## config.mk

```make
export PLATFORM = sky130hd
export DESIGN_NAME = io_bus_arbiter
export DESIGN_NICKNAME = d
export VERILOG_FILES = /design/src/rtl/bus_pkg.sv /design/src/rtl/rr_pick.sv /design/src/rtl/io_bus_arbiter.sv
export SDC_FILE = /design/constraint.sdc
export NUM_CORES = 1
export LEC_CHECK = 0
export ABC_AREA = 1
export ABC_CLOCK_PERIOD_IN_PS = 1760
export BUFFER_PORTS_ARGS = -buffer_cell sky130_fd_sc_hd__buf_2
export CAP_MARGIN = 20
export CORE_AREA = 2 2 129 131
export DETAILED_ROUTE_END_ITERATION = 12
export DIE_AREA = 0 0 131 133
export PLACE_DENSITY = 0.42
export SKIP_CTS_REPAIR_TIMING = 1
export SLEW_MARGIN = 10
export SYNTH_ARGS = -nofsm -noshare
export SYNTH_HDL_FRONTEND = slang
export SYNTH_SLANG_ARGS = --single-unit
```

## constraint.sdc

```tcl
create_clock -name clk -period 1.76 [get_ports clk]
set_input_delay 0.176 -clock clk [delete_from_list [all_inputs] [get_ports clk]]
set_output_delay 0.176 -clock clk [all_outputs]
set_load 0.02 [all_outputs]
```

## src/rtl/bus_pkg.sv

```systemverilog
// Shared definitions for the memory-mapped I/O bus: arbiter state encoding,
// device address map and the default bus width.
package bus_pkg;

   typedef enum logic {
      IDLE,
      OWNED
   } state_t;

   localparam int DEFAULT_DBITS = 32;

   localparam logic [31:0] ADDR_HEX  = 32'hF000_0000;
   localparam logic [31:0] ADDR_LEDR = 32'hF000_0004;
   localparam logic [31:0] ADDR_LEDG = 32'hF000_0008;
   localparam logic [31:0] ADDR_KEY  = 32'hF000_0010;
   localparam logic [31:0] ADDR_SW   = 32'hF000_0014;

endpackage

```

## src/rtl/rr_pick.sv

```systemverilog
// Combinational rotating priority encoder: returns the first set request bit
// found from i_start upward with wrap-around, as a one-hot vector.
module rr_pick #(
   parameter int N  = 3,
   parameter int IW = (N > 1) ? $clog2(N) : 1
) (
   input  logic [N-1:0]  i_req,
   input  logic [IW-1:0] i_start,
   output logic [N-1:0]  o_winner,
   output logic          o_valid
);

   always_comb begin
      o_winner = '0;
      o_valid  = 1'b0;
      for (int i = 0; i < N; i++) begin
         if (!o_valid && i_req[IW'((int'(i_start) + i) % N)]) begin
            o_winner[IW'((int'(i_start) + i) % N)] = 1'b1;
            o_valid = 1'b1;
         end
      end
   end

endmodule

```

## src/rtl/io_bus_arbiter.sv

```systemverilog
// Round-robin owner arbitration for the shared I/O bus with a hold limit,
// plus AND-OR muxing of the owner's address/write data onto the bus.
module io_bus_arbiter
   import bus_pkg::*;
#(
   parameter int NREQ     = 3,
   parameter int DBITS    = DEFAULT_DBITS,
   parameter int MAX_HOLD = 16
) (
   input  logic                  clk,
   input  logic                  reset,
   input  logic [NREQ-1:0]       req,
   input  logic [NREQ-1:0]       lock,
   input  logic [NREQ*DBITS-1:0] addr_in,
   input  logic [NREQ*DBITS-1:0] wdata_in,
   input  logic [NREQ-1:0]       wren_in,
   input  logic [DBITS-1:0]      rdata_in,
   output logic [NREQ-1:0]       gnt,
   output logic [DBITS-1:0]      abus,
   output logic [DBITS-1:0]      dbus_out,
   output logic                  wren,
   output logic [DBITS-1:0]      rdata_out,
   output logic                  busy
);

   localparam int IW = (NREQ > 1) ? $clog2(NREQ) : 1;
   localparam int HW = (MAX_HOLD > 1) ? $clog2(MAX_HOLD) : 1;
   localparam logic [IW-1:0] LAST_IDX  = IW'(NREQ - 1);
   localparam logic [HW-1:0] HOLD_LAST = HW'(MAX_HOLD - 1);

   state_t           r_state;
   logic [NREQ-1:0]  r_gnt;
   logic [IW-1:0]    r_owner;
   logic [IW-1:0]    r_ptr;
   logic [HW-1:0]    r_hold;

   logic [IW-1:0]    w_start;
   logic [NREQ-1:0]  w_mask;
   logic [NREQ-1:0]  w_winner;
   logic             w_valid;
   logic [IW-1:0]    w_winIdx;

   // The owner is masked out so the search only finds a different master;
   // in IDLE r_gnt is zero and every request is eligible.
   assign w_start = (r_ptr == LAST_IDX) ? '0 : r_ptr + 1'b1;
   assign w_mask  = req & ~r_gnt;

   rr_pick #(
      .N  (NREQ),
      .IW (IW)
   ) u_pick (
      .i_req    (w_mask),
      .i_start  (w_start),
      .o_winner (w_winner),
      .o_valid  (w_valid)
   );

   always_comb begin
      w_winIdx = '0;
      for (int j = 0; j < NREQ; j++) begin
         if (w_winner[j]) w_winIdx = IW'(j);
      end
   end

   always_ff @(posedge clk or negedge reset) begin
      if (!reset) begin
         r_state <= IDLE;
         r_gnt   <= '0;
         r_owner <= '0;
         r_ptr   <= LAST_IDX;
         r_hold  <= '0;
      end else begin
         case (r_state)
            IDLE: begin
               if (w_valid) begin
                  r_state <= OWNED;
                  r_gnt   <= w_winner;
                  r_owner <= w_winIdx;
                  r_ptr   <= w_winIdx;
                  r_hold  <= '0;
               end
            end
            OWNED: begin
               if (!req[r_owner]) begin
                  r_hold <= '0;
                  if (w_valid) begin
                     r_gnt   <= w_winner;
                     r_owner <= w_winIdx;
                     r_ptr   <= w_winIdx;
                  end else begin
                     r_state <= IDLE;
                     r_gnt   <= '0;
                  end
               end else if (w_valid && (r_hold == HOLD_LAST) && !lock[r_owner]) begin
                  r_gnt   <= w_winner;
                  r_owner <= w_winIdx;
                  r_ptr   <= w_winIdx;
                  r_hold  <= '0;
               end else if (r_hold != HOLD_LAST) begin
                  r_hold <= r_hold + 1'b1;
               end
            end
            default: begin
               r_state <= IDLE;
               r_gnt   <= '0;
            end
         endcase
      end
   end

   // AND-OR bus mux keyed directly on the registered one-hot grant, so the
   // bus clears as soon as the grant does (including on asynchronous reset).
   always_comb begin
      abus     = '0;
      dbus_out = '0;
      wren     = 1'b0;
      for (int j = 0; j < NREQ; j++) begin
         abus     = abus | (addr_in[j*DBITS +: DBITS] & {DBITS{r_gnt[j]}});
         dbus_out = dbus_out | (wdata_in[j*DBITS +: DBITS] & {DBITS{r_gnt[j] & wren_in[j]}});
         wren     = wren | (r_gnt[j] & wren_in[j]);
      end
   end

   assign gnt       = r_gnt;
   assign busy      = |r_gnt;
   assign rdata_out = rdata_in;

endmodule

```

# ---- Word-level counts from Yosys, hierarchy flattened
# Index checks and enable logic that the tools add are counted.
dict set report word_totals {
  regBits 12
  input_bits 235
  out_inout_bits 101
  word_cells 106
}
dict set report op_classes {
  addsub 4
  div 3
  order_cmp 7
  eq_ne 6
  muxes 48
  bitwise_logic 20
  n_reduce_logical 13
}
# op count
set ops {}
lappend ops {{AND 32 bit} 6}
lappend ops {{OR 32 bit} 4}
lappend ops {{modulo 32 x 3 -> 32 bit, second input constant} 2}
lappend ops {{modulo 3 x 3 -> 32 bit, second input constant} 1}
lappend ops {{two-way mux 3 bit} 7}
lappend ops {{two-way mux 1 bit} 17}
lappend ops {{two-way mux 4 bit} 4}
lappend ops {{two-way mux 2 bit} 7}
lappend ops {{< comparator 2 x 4 -> 1 bit, second input constant} 3}
lappend ops {{binary-select mux 1 bit (select 2 bit)} 5}
lappend ops {{case mux 2 bit (2 select lines)} 2}
lappend ops {{case mux 4 bit (2 select lines)} 1}
lappend ops {{logical AND 1 bit} 7}
lappend ops {{demux 1 bit (select 2 bit)} 3}
lappend ops {{greater-or-equal comparator 2 x 1 -> 1 bit, second input constant} 3}
lappend ops {{OR 3 bit} 2}
lappend ops {{case mux 3 bit (2 select lines)} 1}
lappend ops {{adder 4 x 1 -> 4 bit, second input constant} 1}
lappend ops {{equality test 4 bit, second input constant} 1}
lappend ops {{inequality test 4 x 2 -> 1 bit, second input constant} 1}
lappend ops {{inequality test 4 bit, second input constant} 1}
lappend ops {{AND reduction 2 bit} 2}
lappend ops {{adder 2 x 1 -> 3 bit, second input constant} 1}
lappend ops {{adder 2 x 2 -> 3 bit, second input constant} 1}
lappend ops {{other kinds (13)} 18}

# ---- Logic depth before layout (Yosys ltp)
# Gate-level depths: netlist (run 1).
dict set report logic_depth {
  ltp_word 18
  ltp_mapped 13
  depth_no_buf 13
}

# ---- By module
# A second synthesis (run 1) with hierarchy kept.
dict set report hier_totals {
  hier_cells 464
  area_unflattened_um2 2501.1
}
# module instances cells_each area_per_inst_um2 seq_area_each_um2
set modules_own_cells {}
lappend modules_own_cells {io_bus_arbiter 1 423 2277.2 301.5}
lappend modules_own_cells {rr_pick 1 41 224.0 0.0}

# ---- Worst setup path before layout (run 1)
# OpenSTA, ideal clock, no wires.
dict set report synth_timing {
  kind {register -> register}
  from {register r_gnt[1] (netlist: gnt[1])}
  to {register r_gnt[0] (netlist: gnt[0])}
  setup_ns 0.116
  arrival_ns 1.466
  required_time_ns 1.644
  setup_slack_ns 0.178
  path_stages_with_launch 13
  path_buffers 1
  period_less_slack_ns 1.582
  cell_sequence {dfrtp_1 > buf_2 > nor2_1 > nand2_1 > nand3_4 > nor2_8 > nand2_2 > nand2_4 > nand2_4 > nand2_8 > inv_4 > nand2_1 > nand2_1}
}
dict set report synth_between {
  elab_chain_len 16
  elab_cells_between_ends 33
  cone_classes {eq/ne: 2; mux: 20; bitwise: 4; reduce/logical: 7}
}
# element line_no
set synth_lines {}
lappend synth_lines {{start, declared} io_bus_arbiter.sv:32} ;# logic [NREQ-1:0] r_gnt;
lappend synth_lines {{start signal, assigned} io_bus_arbiter.sv:77} ;# r_gnt <= w_winner;
lappend synth_lines {{start signal, assigned} io_bus_arbiter.sv:87} ;# r_gnt <= w_winner;
lappend synth_lines {{start signal, assigned} io_bus_arbiter.sv:95} ;# r_gnt <= w_winner;
lappend synth_lines {{inverter 3 bit *} io_bus_arbiter.sv:46} ;# assign w_mask = req & ~r_gnt;
lappend synth_lines {{AND 3 bit *} io_bus_arbiter.sv:46}
lappend synth_lines {{binary-select mux 1 bit (select 2 bit)} rr_pick.sv:17} ;# if (!o_valid && i_req[IW'((int'(i_start) + i) % N)]) begin
lappend synth_lines {{two-way mux 1 bit (not written as such) (2 in a row)} rr_pick.sv:17}
lappend synth_lines {{two-way mux 1 bit} rr_pick.sv:17}
lappend synth_lines {{logical NOT 1 bit} rr_pick.sv:17}
lappend synth_lines {{logical AND 1 bit} rr_pick.sv:17}
lappend synth_lines {{two-way mux 1 bit} rr_pick.sv:17}
lappend synth_lines {{logical NOT 1 bit} rr_pick.sv:17}
lappend synth_lines {{logical AND 1 bit} rr_pick.sv:17}
lappend synth_lines {{two-way mux 1 bit} rr_pick.sv:17}
lappend synth_lines {{logical AND 1 bit (2 in a row)} io_bus_arbiter.sv:94} ;# end else if (w_valid && (r_hold == HOLD_LAST) && !lock[r_owner]) begin
lappend synth_lines {{inequality test 3 x 2 -> 1 bit (no line)} -}
lappend synth_lines {{AND reduction 2 bit (no line)} -}
# Mark *: on every way between the ends. The rest lies on a longest branch, timed or not. The select of a mux whose other input is x is not followed.
# A chain may end at the register's enable or synchronous reset.

# ---- Final worst setup path (run 1)
dict set report layout_timing {
  from {register r_gnt[1] (netlist: gnt[1])}
  to {output port abus[10]}
}
dict set report layout_between {
  elab_chain_len 3
}
# element line_no
set layout_lines {}
lappend layout_lines {{AND 32 bit} io_bus_arbiter.sv:118} ;# abus = abus | (addr_in[j*DBITS +: DBITS] & {DBITS{r_gnt[j]}});
lappend layout_lines {{OR 32 bit (2 in a row)} io_bus_arbiter.sv:118}
lappend layout_lines {{end, declared} io_bus_arbiter.sv:19} ;# output logic [DBITS-1:0] abus,
# Every way passes these cells.

==> results.tsv, run 1 <==
metric	value	unit
Seq cells post-synth	12	
WP data required	1.58	ns
Worst Setup End Kind	output pin	
Clock Sinks	12	
Vias	3605	
global route overflow	0	
ratio of cells with drive above 1 in the final layout	46.0	%
Layout area overhead	64.3	%
most common cell in the netlist	nand2_1	
register area share after synthesis	12.6	%
Peak Freq	0.600	GHz
top post-synthesis cells by count	nand2_1, nand3_1, buf_4	
Tightest Pin Transition	0.456	ns
# setup viols final	0	
vias in the first global route	3410	
DRT Pass-1 Iters	4	
routed wl met3	991	um
top post-synthesis cells by area	nand2_1, nand3_1, dfrtp_1, buf_4, inv_1	
top sig layer	met4	
pin count of the biggest net entering global routing	41	
Max-cap violations	0	
outcome	complete, no violations	
Final Hold Fails	0	
Synth Warn #	0	
Worst Path Arrival	1.49	ns
DRT met1 WL	5.03	mm
met2 WL	5.95	mm
Crit path largest cell delay	0.41	ns
NumNets Final	922	
worst-path fanout max	34	
initial DRC count	162	
asr flop ratio synth	100	%
startpoint types	flip-flop	
peak supply drop	0.391	mV
Register Area	303	sq um
worst hold path class	input pin to asynchronous set/reset pin	
power per cell area	976	nW/um^2
Clock transition at path regs	0.05	ns
Yosys cell types	26	
WL per Instance	13.5	um
final cell count without fillers	907	
PortBufs	271	
minimum clock period	1.67	ns
fin crit share	94.7	%
slew margin rel.	69.6	%
Die X	131	um
Mapped Nets	690	
Overall Global Routing Usage	13.1	%
CTS Buf Count	3	
Setup CP Type	flip-flop to output pin	
htree depth	1	
clock root cell	clkbuf_16	
# rows	47	
global-route wire length before repair	17.8	mm
Clock Latency Late Sink	0.24	ns
IO Pins	336	
Post-synth EDFFs	0	
core footprint	16200	sq um
area of the mapped netlist	2390	sq um
post-route ant nets	0	
post-synthesis area per instance	5.26	sq um
fill count	1888	
Slew Viols, Final	0	
Die Y	133	um
DR vias/cell	3.97	
slowest cell on the critical path	dfrtp_1	
area leader, netlist	nand2_1	
worst path buffer plus inverter count	2	
Cells after Synth	454	
Post-Place Cells	898	
Initial Utilization	14.8	%
Clock Path Buffers	2	
Most used DFF post-synth	dfrtp_1	
Tot Pwr	3830	uW
initial antenna violation count	2	
routed wire length	12.3	mm
P_leak	0.00235	uW
Die ar.	17400	sq um
area of the multi-input gates	1640	sq um
# DRC	0	
Post-DP HPWL	10.3	mm
CP top delay family	buffers and inverters	
CTS tree	built	
Fin Clk Skew	0.00259	ns
post-synth top area share	32.9	%
worst path cell trace	buf_4 > nand2_1 > nand3_1 > buf_2	
Placer Congestion	0.831	
## placed cells by master, fill, tap and decap left out, types with 2 or more instances in the layout
cell       synthesis  final
buf_12             0      3
buf_2              2    271
buf_4             32      9
clkbuf_16          0      3
dfrtp_1           11     10
diode_2            0      2
inv_1             27     26
inv_2              2      3
nand2_1          209    208
nand2_2            5      6
nand2_4            2      2
nand3_1          111    111
nand3_4            3      3
nor2_1             7      7
nor2_2             6      5
nor2_4             1      2
o21ai_1            2      2
## layout make-up
| cell class | count | area share, % |
|---|---|---|
| Timing Repair Buffer | 284 | 38.1 |
| Clock buffer | 4 | 2.27 |
| Sequential cell | 12 | 7.72 |
| Tap cell | 220 | 7.02 |
| Inverter | 30 | 2.94 |
| Antenna cell | 2 | 0.128 |
| Multi-Input combinational cell | 355 | 41.8 |
## final timing paths
| kind | from | slack [ns] | endpoint | cells past startpoint |
|---|---|---|---|---|
| max in group asynchronous | reset | 1.13 | r_ptr[1] | 2 |
| hold reg to reg | r_owner[1] | 0.53 | r_owner[1] | 2 |
| setup / recovery | gnt[1] | 0.09 | abus[10] | 4 |
| setup reg to reg | r_ptr[1] | 0.11 | gnt[0] | 11 |
| min in group clk | rdata_in[0] | 0.35 | rdata_out[0] | 0 |
| hold / removal | reset | 0.35 | r_owner[1] | 2 |
## metal layers
metal | track usage (%) | vias up
met1 | 15.8 | 1544
met5 | 0 | -
li1 | - | 1872
met4 | 3.84 | 0
met2 | 23.1 | 165
met3 | 2.59 | 24
## cell families (layout without fill, tap and decap cells)
group                    Yosys count  count (layout)  share of synthesized area [%]
AO/OA/AOI/OAI                      6               6                           1.89
adder cells (fa/ha/maj)            1               1                          0.524
buffers and inverters             87             318                           18.9
flip-flops                        12              12                           12.6
other                              0               2                              0
AND/OR/NAND/NOR                  348             348                           66.0
## flip-flops by register name, summed over array words and instances (netlist names)
name and cells:
gnt 3, r_hold 4, r_owner 2, r_state 1
r_ptr 2
## report_power, final
group          total (uW)  internal (uW)  switching (uW)
registers             451            359            92.4
logic                2900           1030            1880
clock network         471            344             127
## through the flow
stage | setup TNS [ns] | worst slack [ns] | instance area, sq um | hold WS [ns] | util (%)
6_report | 0 | 0.0935 | 3920 | 0.352 | 24.2
3_5_place_dp | 0 | 0.125 | 3790 | 0.0924 | 23.5
5_1_grt | -0.0137 | -0.00987 | 3920 | 0.352 | 24.2
4_1_cts | 0 | 0.0870 | 3880 | -0.164 | 24.0
2_1_floorplan | 0 | 0.178 | 2390 | -0.120 | -
3_3_place_gp | 0 | 0.132 | 3790 | 0.0791 | 23.5
## worst register-to-register path: cells and delay by family (launching register included)
| family | cells | cell delay [ns] |
|---|---|---|
| and+or+nand+nor | 10 | 0.88 |
| DFF | 1 | 0.61 |
| buffers and inverters | 1 | 0.05 |
Power figures use the tool's default switching activity.
==> run 2, diff against run 1 <==
ABC_CLOCK_PERIOD_IN_PS = 1400   (was 1760)
CORE_AREA = 2 2 131 133   (was 2 2 129 131)
DIE_AREA = 0 0 133 135   (was 0 0 131 133)
PLACE_DENSITY = 0.43   (was 0.42)
clock period = 1.4 ns   (was 1.76 ns; I/O delays follow)
==> run 2 against run 1 <==
  * The run now ends with negative setup slack left
  * Sequential power rose by 20%
  * Non-clock buffer count up 34
  * Core utilization increased by 7.7 points
  * Worst setup slack worse by 0.29 ns
  * Routed wire length up 14%
  * Largest cell class unchanged
  * Highest routed layer unchanged
==> results.tsv, run 2 (synthesis gave the netlist of run 1 again) <==
metric	value	unit	change
Slew Viols, Final	0		unchanged
Overall Global Routing Usage	12.4	%	was 13.1%
peak supply drop	0.432	mV	was 0.391 mV
Initial Utilization	14.5	%	was 14.8%
Internal Power	3060	uW	was 1730 uW
htree depth	1		unchanged
Fin Clk Skew	0.00474	ns	was 0.00259 ns
IO Pins	336		unchanged
power per cell area	1170	nW/um^2	was 976 nW/um^2
DR vias/cell	4.13		was 3.97
met1 GRT Util	14.3	%	was 15.8%
WL per Instance	14.9	um	was 13.5 um
Seq pwr share	8.8	%	was 11.8%
Worst Hold End	rdata_out[10]		
fill count	1755		was 1,888
Clock Path Buffers	2		unchanged
worst hold path class	input pin to output pin		was input pin to asynchronous set/reset pin
Min-Delay Startpoint	rdata_in[10]		
core footprint	16400	sq um	was 16,200 sq um
ratio of cells with drive above 1 in the final layout	65.2	%	was 46.0%
Worst Path Arrival	1.74	ns	was 1.49 ns
Die X	133	um	was 131 um
most frequent cells in the layout	buf_2, nand2_1, nand3_1, buf_6, nand3_2		was buf_2, nand2_1, nand3_1, inv_1, dfrtp_1
Post-DP HPWL	10.1	mm	was 10.3 mm
outcome	finished with violations		was complete, no violations
Vias	3881		was 3,605
startpoint types	flip-flop		unchanged
met2 usage	22.9	%	was 23.1%
GR Util met3	2.59	%	about the same
# setup viols final	77		was 0
fin crit share	114	%	
NumNets Final	956		was 922
Layout area overhead	120	%	was 64.3%
Final TNS setup	-6.69	ns	was 0 ns
Peak Freq	0.625	GHz	
Die ar.	18000	sq um	was 17,400 sq um
switching share of power	50.4	%	was 54.8%
post-route ant nets	0		unchanged
CTS Buf Count	3		unchanged
Tightest Pin Transition	0.320	ns	was 0.456 ns
minimum clock period	1.60	ns	
P_leak	0.00316	uW	was 0.00235 uW
vias in the first global route	3463		was 3,410
Largest register FFs	4		unchanged
commonest non-fill, non-tap cell in the layout	buf_2		unchanged
hold depth	0		
global route overflow	0		unchanged
R2R depth	11		unchanged
Placer Congestion	0.762		was 0.831
global-route wire length before repair	17.6	mm	was 17.8 mm
design area	5250	sq um	was 3920 sq um
initial DRC count	131		was 162
sw power	3100	uW	was 2100 uW
pre-CTS WS	-0.216	ns	was 0.125 ns
routed wire length	14.0	mm	was 12.3 mm
r2r startpoint	r_ptr[1]		unchanged
PnR worst setup slack	-0.199	ns	was 0.0935 ns
CTS tree	built		unchanged
clock root cell	clkbuf_16		unchanged
Max-cap violations	0		unchanged
PortBufs	271		unchanged
RSZ-0062 raised after global routing	true		
Clock transition at path regs	0.05	ns	about the same
GRT busiest layer	met2		unchanged
initial antenna violation count	0		was 2
Clock power frac	9.6	%	was 12.3%
worst r2r dst	gnt[0]		unchanged
Final Hold Fails	0		unchanged
# DRC	0		unchanged
# rows	47		unchanged
DRT Pass-1 Iters	4		unchanged
failing checks	negative setup slack		
Combinational Power Share	81.6	%	was 75.9%
pin count of the biggest net entering global routing	34		was 41
slew margin rel.	78.5	%	was 69.6%
Clock Latency Late Sink	0.25	ns	was 0.24 ns
Setup CP Type	flip-flop to flip-flop		was flip-flop to output pin
Reg with most FFs	r_hold		unchanged
Critical path origin	r_ptr[1]		was gnt[1]
worst-path fanout max	7		was 34
WP data required	1.54	ns	was 1.58 ns
Die Y	135	um	was 133 um
Placed Area	3960	sq um	was 3790 sq um
reg2reg setup slack	-0.20	ns	was 0.11 ns
Worst Setup End Kind	flip-flop		was output pin
Clock Sinks	12		unchanged
## run 2: changes by cell type in the layout (fill, tap and decap cells not counted), sizes merged
cell / delta
diode: -1
clkbuf: +5
buf: +29
## run 2: worst max-delay path by stage
stage / endpoint / depth (start not counted)
floorplan: gnt[0] / 11
CTS: dbus_out[22] / 7
detailed placement: gnt[0] / 11
finish: gnt[0] / 11
global placement: gnt[0] / 11
global route: r_owner[0] / 12
## run 2: final cells by class
class                           count  area (sq um)  area share (%)
Multi-Input combinational cell    355          2250            42.9
Clock buffer                        4          88.8            1.69
Sequential cell                    12           305            5.82
Tap cell                          220           275            5.25
Antenna cell                        1          2.50          0.0477
Inverter                           30           133            2.53
Timing Repair Buffer              318          2190            41.8
## run 2: critical path, cell delays in order (launching register included)
cell and delay, ns:
dfstp_2 0.63, nor2_4 0.07, nand2_2 0.07, nand3_4 0.10, nor2_8 0.16, nand2_2 0.08, nand2_4 0.08, nand2_4 0.07
nand2_8 0.09, inv_6 0.05, nand2_2 0.04, nand2_1 0.04
## run 2: routing by layer
layer,part of all wire [%],up-vias
met4,4.1,0
li1,-,1938
met3,7.4,43
met2,52,201
met5,0,-
met1,37,1699
## run 2: power by group through the flow
stage | Combinational, uW | Sequential, uW | Clock [uW]
2_1_floorplan | 2540 | 556 | 0
3_3_place_gp | 3940 | 557 | 0
3_5_place_dp | 3890 | 558 | 0
4_1_cts | 3910 | 555 | 600
5_1_grt | 5410 | 558 | 615
6_report | 5020 | 543 | 592
## run 2: through the flow
step | total power, uW | instances | hold WS [ns] | utilization, %
floorplan | 3090 | 454 | -0.156 | -
global placement | 4490 | 915 | 0.0422 | 24.2
detailed placement | 4450 | 915 | 0.0377 | 24.2
CTS | 5060 | 919 | -0.218 | 24.7
global route | 6580 | 939 | 0.280 | 32.0
finish | 6160 | 940 | 0.280 | 32.0
==> run 3, diff against run 2 <==
SETUP_SLACK_MARGIN = 0.05   (was unset)
==> run 3 against run 2 <==
  * The run still ends with negative setup slack left
  * Register-to-register slack hardly changed
  * Hold slack stayed put
  * Routed wire length is 9.4% higher
  * Highest routed layer unchanged
  * Global-route usage is 0.20 points higher
  * Largest power group unchanged
  * Cell count is 0.53% higher
  * Non-clock buffer count is 6 higher
  * First-iteration DRC count is 2.3% higher
  * Maximum frequency is 0.32% higher
  * Critical endpoint unchanged
==> results.tsv, run 3 (synthesis gave the netlist of run 1 again) <==
metric	value	unit	change
outcome	finished with violations		unchanged
r2r startpoint	r_ptr[1]		unchanged
Worst Path Arrival	1.72	ns	was 1.74 ns
# DRC	0		unchanged
post-route ant nets	0		unchanged
ratio of cells with drive above 1 in the final layout	73.2	%	was 65.2%
R2R depth	11		unchanged
Post-Place Cells	918		was 915
Layout area overhead	143	%	was 120%
minimum clock period	1.59	ns	was 1.60 ns
fin crit share	114	%	about the same
# rows	47		unchanged
Min-Delay Startpoint	rdata_in[0]		was rdata_in[10]
hold depth	0		unchanged
routed wire length	15.3	mm	was 14.0 mm
RSZ-0062 raised after global routing	true		unchanged
Die ar.	18000	sq um	unchanged
Clock Path Buffers	2		unchanged
global-route wire length before repair	18.3	mm	was 17.6 mm
Final Hold Fails	0		unchanged
core footprint	16400	sq um	unchanged
Vias	3992		was 3,881
Setup CP Type	flip-flop to flip-flop		unchanged
global route overflow	0		unchanged
peak supply drop	0.635	mV	was 0.432 mV
commonest non-fill, non-tap cell in the layout	buf_2		unchanged
reg2reg setup slack	-0.19	ns	was -0.20 ns
Clock transition at path regs	0.04	ns	was 0.05 ns
Overall Global Routing Usage	12.6	%	was 12.4%
DR vias/cell	4.22		was 4.13
Initial Utilization	14.5	%	unchanged
Fin Clk Skew	0.000868	ns	was 0.00474 ns
Worst Hold End	rdata_out[0]		was rdata_out[10]
Max-cap violations	0		unchanged
most frequent cells in the layout	buf_2, nand2_1, buf_6, nand2_2, nand3_2		was buf_2, nand2_1, nand3_1, buf_6, nand3_2
startpoint types	flip-flop		unchanged
Clock Sinks	12		unchanged
final cell count without fillers	945		was 940
Slew Viols, Final	0		unchanged
pin count of the biggest net entering global routing	35		was 34
worst r2r dst	gnt[0]		unchanged
P_leak	0.00351	uW	was 0.00316 uW
IO Pins	336		unchanged
WP data required	1.53	ns	was 1.54 ns
WL per Instance	16.2	um	was 14.9 um
fill count	1751		was 1,755
Die X	133	um	unchanged
htree depth	1		unchanged
worst-path fanout max	7		unchanged
worst hold path class	input pin to output pin		unchanged
Die Y	135	um	unchanged
CTS Buf Count	3		unchanged
failing checks	negative setup slack		unchanged
Clock Latency Late Sink	0.24	ns	was 0.25 ns
Antenna Cells	0		was 1
Worst Setup End Kind	flip-flop		unchanged
Post-DP HPWL	10.3	mm	was 10.1 mm
Reg with most FFs	r_hold		unchanged
CTS tree	built		unchanged
clock root cell	clkbuf_16		unchanged
Tightest Pin Transition	0.320	ns	about the same
vias in the first global route	3495		was 3,463
initial DRC count	134		was 131
Placer Congestion	0.790		was 0.762
PortBufs	271		unchanged
# setup viols final	78		was 77
pre-CTS WS	-0.207	ns	was -0.216 ns
DRT Pass-1 Iters	4		unchanged
power per cell area	1210	nW/um^2	was 1170 nW/um^2
Peak Freq	0.627	GHz	was 0.625 GHz
Largest register FFs	4		unchanged
initial antenna violation count	0		unchanged
slew margin rel.	78.4	%	was 78.5%
PnR worst setup slack	-0.194	ns	was -0.199 ns
NumNets Final	962		was 956
==> run 3: cell types whose count changed in the layout (fill, tap and decap cells not counted), moves of 7 or more <==
cell / before / now
buf_2: 232 / 205
nand3_1: 67 / 50
buf_6: 48 / 66
nand2_4: 33 / 50
nand2_2: 41 / 62
buf_4: 22 / 29
nand2_1: 140 / 103
nand3_2: 42 / 58
==> run 3: how the worst max path moves through the flow <==
stage / from / to / slack [ns] / cells after the start
after global placement: r_ptr[1] / gnt[0] / -0.20 / 11
after CTS: gnt[1] / abus[31] / -0.26 / 4
after global routing: r_ptr[1] / gnt[0] / -0.34 / 11
after floorplan: r_ptr[1] / gnt[0] / -0.12 / 11
after detailed placement: r_ptr[1] / gnt[0] / -0.21 / 11
final: r_ptr[1] / gnt[0] / -0.19 / 11
==> run 3: power breakdown <==
part	leakage [uW]	internal (uW)	switching [uW]
Sequential	0.000146	454	101
Clock	0.0000442	431	149
Combinational	0.00332	2700	3160
Total	0.00351	3580	3410
==> run 3: area by class of cell <==
type | instances | area (sq um) | share of cell area [%]
Timing Repair Buffer | 324 | 2490 | 43.0
Multi-Input combinational cell | 355 | 2500 | 43.2
Clock buffer | 4 | 88.8 | 1.53
Sequential cell | 12 | 305 | 5.27
Inverter | 30 | 130 | 2.25
Tap cell | 220 | 275 | 4.75
==> run 3: metrics by stage <==
step / area (sq um) / TNS (ns) / hold slack [ns] / total power [uW] / utilization [%]
finish: 5790 / -8.17 / 0.280 / 6990 / 35.3
global route: 5790 / -13.09 / 0.280 / 7500 / 35.3
CTS: 4070 / -14.10 / -0.203 / 5110 / 24.8
detailed placement: 3990 / -1.73 / 0.0501 / 4520 / 24.3
global placement: 3990 / -1.73 / 0.0457 / 4540 / 24.3
floorplan: 2430 / -0.714 / -0.156 / 3100 / -
==> run 3: critical path: stages, from the launching register on <==
cell	delay, ns
dfstp_2	0.59
nor2_2	0.08
nand2_2	0.07
nand3_4	0.11
nor2_8	0.16
nand2_2	0.08
nand2_4	0.07
nand2_4	0.07
nand2_8	0.09
inv_4	0.05
nand2_1	0.05
nand2_1	0.04
==> run 3: layer usage <==
layer	wire, um	vias to the layer above	GRT usage, %
met5	0	-	0
li1	-	1950	-
met1	6020	1825	15.9
met2	7910	184	22.4
met3	1010	33	2.33
met4	370	0	2.21
